$ cat src/rtl/lsu_pkg.sv
// Shared definitions for the LSU data-memory port: RV32I load/store funct3
// codes, the port FSM state type, byte-enable patterns and request decode helpers.
package lsu_pkg;

  localparam logic [2:0] FUNC_LB  = 3'b000;
  localparam logic [2:0] FUNC_LH  = 3'b001;
  localparam logic [2:0] FUNC_LW  = 3'b010;
  localparam logic [2:0] FUNC_LBU = 3'b100;
  localparam logic [2:0] FUNC_LHU = 3'b101;
  localparam logic [2:0] FUNC_SB  = 3'b000;
  localparam logic [2:0] FUNC_SH  = 3'b001;
  localparam logic [2:0] FUNC_SW  = 3'b010;

  typedef enum logic [1:0] {
    IDLE = 2'd0,
    BUS  = 2'd1,
    RESP = 2'd2
  } lsu_state_e;

  localparam logic [3:0] BE_BYTE    = 4'b0001;
  localparam logic [3:0] BE_HALF_LO = 4'b0011;
  localparam logic [3:0] BE_HALF_HI = 4'b1100;
  localparam logic [3:0] BE_WORD    = 4'b1111;

  // A request must be exactly one of load/store and carry a funct3 that kind supports.
  function automatic logic is_illegal(input logic load, input logic store,
                                      input logic [2:0] f3);
    if (load == store) return 1'b1;
    if (load) return (f3 == 3'b011) || (f3 == 3'b110) || (f3 == 3'b111);
    return !((f3 == FUNC_SB) || (f3 == FUNC_SH) || (f3 == FUNC_SW));
  endfunction

  // Low two funct3 bits give the access size for both loads and stores.
  function automatic logic is_misaligned(input logic [2:0] f3, input logic [1:0] a);
    return ((f3[1:0] == 2'b01) && a[0]) || ((f3[1:0] == 2'b10) && (a != 2'b00));
  endfunction

  // Halfwords only look at a[1] and words ignore a, so unaligned addresses snap down.
  function automatic logic [3:0] store_be(input logic [2:0] f3, input logic [1:0] a);
    case (f3)
      FUNC_SB: return BE_BYTE << a;
      FUNC_SH: return a[1] ? BE_HALF_HI : BE_HALF_LO;
      default: return BE_WORD;
    endcase
  endfunction

  // Replicating the store data lets the memory pick whichever lane the enables select.
  function automatic logic [31:0] store_lanes(input logic [2:0] f3, input logic [31:0] d);
    case (f3)
      FUNC_SB: return {4{d[7:0]}};
      FUNC_SH: return {2{d[15:0]}};
      default: return d;
    endcase
  endfunction

endpackage

$ cat src/rtl/lsu_dmem_port_if.sv
// Request/response handshake and word-addressed memory bus of the LSU data port.
interface lsu_dmem_port_if #(parameter int ADDR_W = 5);

  logic              req_valid;
  logic              req_ready;
  logic              req_load;
  logic              req_store;
  logic [2:0]        req_funct3;
  logic [31:0]       req_addr;
  logic [31:0]       req_wdata;
  logic              resp_valid;
  logic [31:0]       resp_rdata;
  logic              resp_err;
  logic              bus_req;
  logic              bus_we;
  logic [ADDR_W-1:0] bus_addr;
  logic [3:0]        bus_be;
  logic [31:0]       bus_wdata;
  logic              bus_ack;
  logic [31:0]       bus_rdata;

  modport slave (
    input  req_valid, req_load, req_store, req_funct3, req_addr, req_wdata,
    output req_ready, resp_valid, resp_rdata, resp_err,
    output bus_req, bus_we, bus_addr, bus_be, bus_wdata,
    input  bus_ack, bus_rdata
  );

  modport master (
    output req_valid, req_load, req_store, req_funct3, req_addr, req_wdata,
    input  req_ready, resp_valid, resp_rdata, resp_err,
    input  bus_req, bus_we, bus_addr, bus_be, bus_wdata,
    output bus_ack, bus_rdata
  );

endinterface

$ cat src/rtl/lsu_load_align.sv
// Moves the addressed byte/halfword of a memory word down to bit 0 and
// sign- or zero-extends it according to the RV32I load funct3.
module lsu_load_align
  import lsu_pkg::*;
(
  input  logic [31:0] word,
  input  logic [1:0]  addr_lo,
  input  logic [2:0]  funct3,
  output logic [31:0] result
);

  logic [7:0]  byte_sel;
  logic [15:0] half_sel;

  // Lane select then extension; funct3[2] marks the unsigned variants.
  always_comb begin
    byte_sel = 8'(word >> {addr_lo, 3'b000});
    half_sel = addr_lo[1] ? word[31:16] : word[15:0];
    case (funct3)
      FUNC_LB:  result = {{24{byte_sel[7]}}, byte_sel};
      FUNC_LBU: result = {24'h0, byte_sel};
      FUNC_LH:  result = {{16{half_sel[15]}}, half_sel};
      FUNC_LHU: result = {16'h0, half_sel};
      default:  result = word;
    endcase
  end

endmodule

$ cat src/rtl/lsu_dmem_port.sv
// LSU data-memory port: accepts one load/store at a time, runs a single bus
// transaction with byte enables and a bus timeout, and returns extended load data.
// Build option: define LSU_MISALIGN_TRAP_EN to reject misaligned accesses with
// resp_err instead of silently aligning them down.
module lsu_dmem_port
  import lsu_pkg::*;
#(
  parameter int ADDR_W      = 5,
  parameter int TIMEOUT_CYC = 16
) (
  input logic            clk,
  input logic            rst_n,
  lsu_dmem_port_if.slave io
);

  localparam logic [15:0] TO_LAST = 16'(TIMEOUT_CYC - 1);

  lsu_state_e        state_q, state_d;
  logic              load_q, load_d;
  logic              store_q, store_d;
  logic [2:0]        funct3_q, funct3_d;
  logic [ADDR_W+1:0] addr_q, addr_d;
  logic [31:0]       wdata_q, wdata_d;
  logic [15:0]       cnt_q, cnt_d;
  logic [31:0]       rdata_q, rdata_d;
  logic              err_q, err_d;
  logic              trap;
  logic [31:0]       load_result;

  lsu_load_align u_align (
    .word    (io.bus_rdata),
    .addr_lo (addr_q[1:0]),
    .funct3  (funct3_q),
    .result  (load_result)
  );

  // Requests that never reach the bus: bad encodings, and misalignment when trapping.
  always_comb begin
`ifdef LSU_MISALIGN_TRAP_EN
    trap = is_illegal(io.req_load, io.req_store, io.req_funct3) ||
           is_misaligned(io.req_funct3, io.req_addr[1:0]);
`else
    trap = is_illegal(io.req_load, io.req_store, io.req_funct3);
`endif
  end

  // State and latched request registers; reset abandons any transaction in flight.
  always_ff @(posedge clk or negedge rst_n) begin
    if (!rst_n) begin
      state_q  <= IDLE;
      load_q   <= 1'b0;
      store_q  <= 1'b0;
      funct3_q <= 3'b000;
      addr_q   <= '0;
      wdata_q  <= 32'h0;
      cnt_q    <= 16'h0;
      rdata_q  <= 32'h0;
      err_q    <= 1'b0;
    end else begin
      state_q  <= state_d;
      load_q   <= load_d;
      store_q  <= store_d;
      funct3_q <= funct3_d;
      addr_q   <= addr_d;
      wdata_q  <= wdata_d;
      cnt_q    <= cnt_d;
      rdata_q  <= rdata_d;
      err_q    <= err_d;
    end
  end

  // Next-state logic: accept in IDLE, wait for ack or timeout in BUS, one-cycle RESP.
  always_comb begin
    state_d  = state_q;
    load_d   = load_q;
    store_d  = store_q;
    funct3_d = funct3_q;
    addr_d   = addr_q;
    wdata_d  = wdata_q;
    cnt_d    = cnt_q;
    rdata_d  = rdata_q;
    err_d    = err_q;
    case (state_q)
      IDLE: begin
        if (io.req_valid) begin
          load_d   = io.req_load;
          store_d  = io.req_store;
          funct3_d = io.req_funct3;
          addr_d   = io.req_addr[ADDR_W+1:0];
          wdata_d  = io.req_wdata;
          cnt_d    = 16'h0;
          rdata_d  = 32'h0;
          err_d    = trap;
          state_d  = trap ? RESP : BUS;
        end
      end
      BUS: begin
        cnt_d = cnt_q + 16'h1;
        if (io.bus_ack) begin
          rdata_d = load_q ? load_result : 32'h0;
          state_d = RESP;
        end else if ((TIMEOUT_CYC > 0) && (cnt_q == TO_LAST)) begin
          err_d   = 1'b1;
          state_d = RESP;
        end
      end
      default: state_d = IDLE;
    endcase
  end

  // Outputs decoded from state so everything except req_ready is 0 outside its phase.
  always_comb begin
    io.req_ready  = (state_q == IDLE);
    io.resp_valid = (state_q == RESP);
    io.resp_rdata = 32'h0;
    io.resp_err   = 1'b0;
    io.bus_req    = 1'b0;
    io.bus_we     = 1'b0;
    io.bus_addr   = '0;
    io.bus_be     = 4'b0000;
    io.bus_wdata  = 32'h0;
    if (state_q == RESP) begin
      io.resp_rdata = rdata_q;
      io.resp_err   = err_q;
    end
    if (state_q == BUS) begin
      io.bus_req  = 1'b1;
      io.bus_we   = store_q;
      io.bus_addr = addr_q[ADDR_W+1:2];
      if (store_q) begin
        io.bus_be    = store_be(funct3_q, addr_q[1:0]);
        io.bus_wdata = store_lanes(funct3_q, wdata_q);
      end else begin
        io.bus_be = BE_WORD;
      end
    end
  end

endmodule

$ cat src/flat_wrapper.sv
// flat-port wrapper written by rule: the top's interface ports become plain ports
module lsu_dmem_port_flat import lsu_pkg::*;
#(
  parameter int ADDR_W      = 5,
  parameter int TIMEOUT_CYC = 16
)
  (clk, rst_n, io_req_valid, io_req_load, io_req_store, io_req_funct3, io_req_addr, io_req_wdata, io_req_ready, io_resp_valid, io_resp_rdata, io_resp_err, io_bus_req, io_bus_we, io_bus_addr, io_bus_be, io_bus_wdata, io_bus_ack, io_bus_rdata);
  lsu_dmem_port_if #(.ADDR_W(ADDR_W)) io_i ();
  input logic clk;
  input logic rst_n;
  input wire logic [$bits(io_i.req_valid)-1:0] io_req_valid;
  input wire logic [$bits(io_i.req_load)-1:0] io_req_load;
  input wire logic [$bits(io_i.req_store)-1:0] io_req_store;
  input wire logic [$bits(io_i.req_funct3)-1:0] io_req_funct3;
  input wire logic [$bits(io_i.req_addr)-1:0] io_req_addr;
  input wire logic [$bits(io_i.req_wdata)-1:0] io_req_wdata;
  output wire logic [$bits(io_i.req_ready)-1:0] io_req_ready;
  output wire logic [$bits(io_i.resp_valid)-1:0] io_resp_valid;
  output wire logic [$bits(io_i.resp_rdata)-1:0] io_resp_rdata;
  output wire logic [$bits(io_i.resp_err)-1:0] io_resp_err;
  output wire logic [$bits(io_i.bus_req)-1:0] io_bus_req;
  output wire logic [$bits(io_i.bus_we)-1:0] io_bus_we;
  output wire logic [$bits(io_i.bus_addr)-1:0] io_bus_addr;
  output wire logic [$bits(io_i.bus_be)-1:0] io_bus_be;
  output wire logic [$bits(io_i.bus_wdata)-1:0] io_bus_wdata;
  input wire logic [$bits(io_i.bus_ack)-1:0] io_bus_ack;
  input wire logic [$bits(io_i.bus_rdata)-1:0] io_bus_rdata;
  assign io_i.req_valid = io_req_valid;
  assign io_i.req_load = io_req_load;
  assign io_i.req_store = io_req_store;
  assign io_i.req_funct3 = io_req_funct3;
  assign io_i.req_addr = io_req_addr;
  assign io_i.req_wdata = io_req_wdata;
  assign io_req_ready = io_i.req_ready;
  assign io_resp_valid = io_i.resp_valid;
  assign io_resp_rdata = io_i.resp_rdata;
  assign io_resp_err = io_i.resp_err;
  assign io_bus_req = io_i.bus_req;
  assign io_bus_we = io_i.bus_we;
  assign io_bus_addr = io_i.bus_addr;
  assign io_bus_be = io_i.bus_be;
  assign io_bus_wdata = io_i.bus_wdata;
  assign io_i.bus_ack = io_bus_ack;
  assign io_i.bus_rdata = io_bus_rdata;
  lsu_dmem_port #(.ADDR_W(ADDR_W), .TIMEOUT_CYC(TIMEOUT_CYC)) u_core (.clk(clk), .rst_n(rst_n), .io(io_i));
endmodule
$ cat config.mk
export PLATFORM = sky130hd
export DESIGN_NAME = lsu_dmem_port_flat
export DESIGN_NICKNAME = d
export VERILOG_FILES = /design/src/rtl/lsu_pkg.sv /design/src/rtl/lsu_dmem_port_if.sv /design/src/rtl/lsu_load_align.sv /design/src/rtl/lsu_dmem_port.sv /design/src/flat_wrapper.sv
export SDC_FILE = /design/constraint.sdc
export NUM_CORES = 1
export LEC_CHECK = 0
export BUFFER_PORTS_ARGS = -buffer_cell sky130_fd_sc_hd__buf_2
export CAP_MARGIN = 0
export CORE_UTILIZATION = 50
export CTS_BUF_LIST = sky130_fd_sc_hd__clkbuf_8
export CTS_CLUSTER_DIAMETER = 30
export DETAILED_ROUTE_END_ITERATION = 10
export GPL_TIMING_DRIVEN = 0
export PLACE_DENSITY_LB_ADDON = 0.25
export SYNTH_ARGS = -nofsm -noshare
export SYNTH_HDL_FRONTEND = slang
export SYNTH_SLANG_ARGS = --single-unit
$ cat constraint.sdc
create_clock -name clk -period 2.3 [get_ports clk]
set_input_delay 0.69 -clock clk [delete_from_list [all_inputs] [get_ports clk]]
set_output_delay 0.69 -clock clk [all_outputs]
set_load 0.05 [all_outputs]
* Yosys cells after proc, flatten, opt, wreduce, memory -nomap -nowiden
Cells that the tools add are included.
** Operators by class
- $add $sub $neg :: 1
- Equal/unequal tests :: 17
- Shift operators :: 2
- Muxes and demuxes :: 36
- Reductions and logical operators :: 14
** Operator list (count)
- 32-bit two-way mux :: 6
- 32-bit one-hot mux with 2 select lines :: 2
- 32-bit one-hot mux with 4 select lines :: 1
- 16-bit two-way mux :: 2
- 16-bit one-hot mux with 2 select lines :: 1
- 32-bit by 5-bit >> shifter with 8-bit output :: 1
- 16-bit by 1-bit adder with 16-bit output, second input constant :: 1
- 16-bit by 4-bit equality test with 1-bit output, second input constant :: 1
- 1-bit two-way mux :: 13
- 3-bit equality test, second input constant :: 4
- 4-bit two-way mux :: 3
- 2-bit two-way mux :: 4
- 4-bit one-hot mux with 2 select lines :: 1
- 3-bit by 1-bit equality test with 1-bit output, second input constant :: 2
- 3-bit by 2-bit equality test with 1-bit output, second input constant :: 2
- 3-bit logical NOT :: 2
- 2-bit inequality test, second input constant :: 3
- 2-bit AND reduction :: 3
- 5-bit two-way mux :: 1
- 1-bit logical OR :: 4
- 2-bit one-hot mux with 2 select lines :: 1
- 4-bit AND reduction :: 1
- 1-bit by 2-bit left shift with 4-bit output, first input constant :: 1
- 3-bit by 2-bit inequality test with 1-bit output, second input constant :: 1
- 9 further kinds :: 9
** Storage, ports and cells
- Word-level logic and storage cells :: 79
- Output and inout bits :: 78
- Flip-flop bits (word level) :: 95
- Input port bits :: 105

* Longest topological paths before layout
- Depth after elaboration :: 9
- Depth in mapped cells :: 6

* Hierarchy
From an unflattened synthesis, not the netlist that was laid out.
** Second synthesis, totals
- Cells, all modules :: 691
- Area, all modules :: 5372.7 um2
** By module, submodules not included
- lsu_dmem_port :: cells each 582, area each 4744.6 um2, times used 1, seq. area each 2377.3 um2
- lsu_load_align :: cells each 109, area each 628.1 um2, times used 1, seq. area each 0.0 um2

* Least setup slack after synthesis
OpenSTA, ideal clock, no wires.
- Kind :: register -> output
- From :: register u_core.state_q[1]
- To :: output io_bus_wdata[28]
- Stages on the path, launching flop included :: 6
- Setup slack :: -546 ps
- Data arrival time :: 2156 ps
- Data required time :: 1610 ps
- Cells stage by stage :: dfrtp_1 nand2b_1 inv_1 nand2_1 clkbuf_1 a211oi_1
** Between the ends
- Word-level cells in the longest chain between the ends :: 2
** Ends and longest elaborated chain
- start, declared :: RTL line lsu_dmem_port.sv:18 : lsu_state_e state_q, state_d;
- start signal, assigned :: RTL line lsu_dmem_port.sv:60 : state_q <= state_d;
- 2-bit by 1-bit equality test with 1-bit output :: RTL line lsu_dmem_port.sv:126 : if (state_q == BUS) begin
- 32-bit two-way mux :: RTL line lsu_dmem_port.sv:126
- end, declared :: RTL line flat_wrapper.sv:25 : output wire logic [$bits(io_i.bus_wdata)-1:0] io_bus_wdata;
No other way between the ends.

* Worst setup path in the final report
- From :: register u_core.funct3_q[1]
- To :: output io_bus_wdata[8]
** Between the ends
- Word-level cells in the longest chain between the ends :: 4
- Elaborated cells on any way between the ends :: 5
- Classes of those cells :: eq/ne: 1; mux: 3; reduce/logical: 1
** Ends and longest elaborated chain
- start, declared :: RTL line lsu_dmem_port.sv:21 : logic [2:0] funct3_q, funct3_d;
- start signal, assigned :: RTL line lsu_dmem_port.sv:63 : funct3_q <= funct3_d;
- 3-bit by 1-bit equality test with 1-bit output / 3-bit logical NOT (equally long branches) :: RTL line lsu_pkg.sv:49 : case (f3)
- 32-bit one-hot mux with 2 select lines (*) :: RTL line lsu_pkg.sv:49
- 32-bit two-way mux (*) :: RTL line lsu_dmem_port.sv:130 : if (store_q) begin
- 32-bit two-way mux (*) :: RTL line lsu_dmem_port.sv:126
Every way passes the cells marked *; elsewhere a longest branch is shown, timed or not.

==> flow_metrics.tcl <==
set metrics [dict create \
    outcome "finished with violations" \
    violations "negative setup slack" \
    synth-seq-cells 95 \
    antenna_found_initial 0 \
    critical_path_arrival_ns 1.81 \
    max_cap_viol_count 0 \
    floorplan.initialDensity 0.5185 \
    detail-route-antenna-nets 0 \
    num-nets-final 822 \
    finalSetupTns_ns -5.738 \
    place_inst 815 \
    crit_fanout 5 \
    p_int_mw 3.457 \
    rsz0062_at_grt "yes" \
    syn_area_mm2 0.005115 \
    slew-limit-headroom 0.5583 \
    synthArstFlopShare 1.000 \
    leakagePower_nw 3.549 \
    routed_via_density 5.982 \
    grt_pass1_wl_mm 25.02 \
    grt-ovfl-total 0 \
    clock.fmax_ghz 0.3999 \
    std_cell_rows 36 \
    cts_tree "built" \
    ys.flop_type "dfrtp_1" \
    hold_slack_ns 0.2921 \
    drt-initial-drc-count 368 \
    yosysUniqueCellTypes 44 \
    gr-usage-all-layers 0.3159 \
    hp-class "input pin to asynchronous set/reset pin" \
    drtPass1Iterations 5 \
    clk_pin_slew_ns 0.09 \
    share_seq_of_total_power 0.391 \
    cts_made_buffers 9 \
    clock_latency_ns 0.38 \
    switchingPower_mw 2.227 \
    yosysMostFrequentCell "dfrtp_1" \
    skew_ns 0.01369 \
    wl_per_cell_um 20.37 \
    critPathLaunchType "flip-flop" \
    synth_enable_flop_cells 0 \
    place_hpwl_mm 10.82 \
    syn-num-nets 630 \
    cp-end-kind "output pin" \
    setup_slack_ns -0.2006 \
    synth_top_area_share 0.4648 \
    avgSynthCellArea_um2 9.761 \
    antenna_cells 0 \
    irDropWorstVdd_uv 462.5 \
    r2r_cells 8 \
    dieHeight_um 103.1 \
    netSwitchingFraction 0.3919 \
    yosys-top-cells-count "dfrtp_1 (95), o21ai_0 (50), and2_1 (49)" \
    fin_cells 853 \
    synth.area.top_cells "dfrtp_1 (46%), mux2_2 (9.0%), and2_1 (6.0%), o21ai_0 (4.9%), mux2i_1 (3.5%)" \
    fp.dieArea_mm2 0.01064 \
    clockPowerShare 0.183 \
    grt_pass1_vias 4972 \
    vias 5103 \
    p_comb_frac 0.426 \
    layout-drive-gt1-share 0.5000 \
    cts_sinks 95 \
    hold_viol_final 0 \
    yosysTopAreaCell "dfrtp_1" \
    wirelength_mm 17.37 \
    powerDensity_mw_per_mm2 731.2 \
    syn2layout_area_growth_pct 51.98 \
    post-route-period-util 1.087 \
    cts_buffer_depth 2 \
    ctsRootBufferMaster "clkbuf_8" \
    worstPathRequired_ns 1.61 \
    seq_area_frac_synth 0.4648 \
    setup_viol 58 \
    grt_start_max_net_pins 58 \
    drc 0 \
    routabilityCongestion 0.8472 \
    place_ws_ns -0.2657 \
    port_buffers 157 \
    die_x_um 103.1 \
    period_needed_ns 2.501 \
    synth_cells 524 \
    critPathKind "flip-flop to output pin" \
    synth.yosys.warnings 0 \
    cts_max_level 3 \
    final_max_slew_viol_count 0 \
    worst_slew_pin_slew_ns 0.6625 \
    core_mm2 0.009864 \
    ioPinCount 183 \
]
worst max-delay path: stages (launching register included):
cell,delay (ns)
dfrtp_2,0.47
nor3_4,0.25
buf_6,0.18
mux2i_2,0.29
nor2_2,0.07
buf_6,0.16
timing repair:
item                                    in CTS  in global routing
setup buffers                               13                  5
gates cloned                                 5                  3
endpoints found under the setup margin      77                 77
pin swaps                                   13                 22
hold buffers                                 0                  0
resized for setup                          224                112
power by group through the flow:
| stage | Clock [mW] | Combinational [mW] | Sequential, mW |
|---|---|---|---|
| 6_report | 1.04 | 2.42 | 2.22 |
| 2_1_floorplan | 0 | 1.29 | 2.10 |
| 3_3_place_gp | 0 | 1.65 | 2.16 |
| 4_1_cts | 1.04 | 2.10 | 2.18 |
| 3_5_place_dp | 0 | 1.70 | 2.18 |
| 5_1_grt | 1.12 | 2.56 | 2.25 |
per-stage QoR:
step                power, mW  cell area, um2  utilization
global placement        3.815            6252       0.6338
finish                  5.684            7774       0.7881
CTS                     5.316            7341       0.7442
detailed placement      3.882            6282       0.6369
floorplan               3.383            5300            -
global route            5.923            7774       0.7881
worst paths after layout:
| path | startpoint | endpoint | slack (ns) |
|---|---|---|---|
| worst max register to register | u_core.state_q[1]$_DFFE_PN0P_ | u_core.wdata_q[28]$_DFFE_PN0P_ | 0.03 |
| worst min register to register | u_core.rdata_q[4]$_DFFE_PN0P_ | u_core.rdata_q[4]$_DFFE_PN0P_ | 0.50 |
| worst max-delay path | u_core.funct3_q[1]$_DFFE_PN0P_ | io_bus_wdata[8] | -0.20 |
| worst min-delay path | rst_n | u_core.cnt_q[6]$_DFFE_PN0P_ | 0.29 |
| min in group clk | u_core.rdata_q[4]$_DFFE_PN0P_ | u_core.rdata_q[4]$_DFFE_PN0P_ | 0.50 |
| max in group asynchronous | rst_n | u_core.funct3_q[1]$_DFFE_PN0P_ | 1.33 |
logic make-up after synthesis:
family / synth area share
simple gates: 0.1840
compound gates: 0.1722
flops: 0.4648
mux: 0.1299
buf+inv: 0.04330
xor+xnor: 0.003425
fa+ha+maj: 0.002446
state kept, by name, indices dropped and copies added, names as in the netlist:
name	cells
u_core.state_q	2
u_core.load_q	1
u_core.addr_q	7
u_core.wdata_q	32
u_core.rdata_q	32
u_core.store_q	1
u_core.funct3_q	3
u_core.cnt_q	16
u_core.err_q	1
final cells by class:
type	instances	area (um2)
Multi-Input combinational cell	379	2969
Sequential cell	95	2385
Fill cell	568	2091
Timing Repair Buffer	184	1673
Buffer	39	371.6
Tap cell	133	166.4
Clock buffer	11	151.4
Inverter	8	35.03
Clock inverter	4	22.52
routing by layer:
metal / up-vias / global-route usage / share of wire
met5: - / 0 / 0
met4: 0 / 0.1127 / 0.034
met3: 59 / 0.07661 / 0.081
met2: 288 / 0.5338 / 0.50
met1: 2492 / 0.3956 / 0.39
li1: 2264 / - / -
cells in the final DEF (no fill, tap or decap), types with 12 or more instances in the layout:
cell type / instances
and2_4: 34
a221o_1: 16
nand2_1: 37
buf_2: 86
and2_1: 15
o21ai_0: 48
buf_6: 62
dfrtp_1: 89
buf_4: 20
nor2_1: 29
mux2i_1: 14
clkbuf_8: 13
and3_1: 12
buf_8: 29
mux2_2: 41
Power figures use the tool's default switching activity.
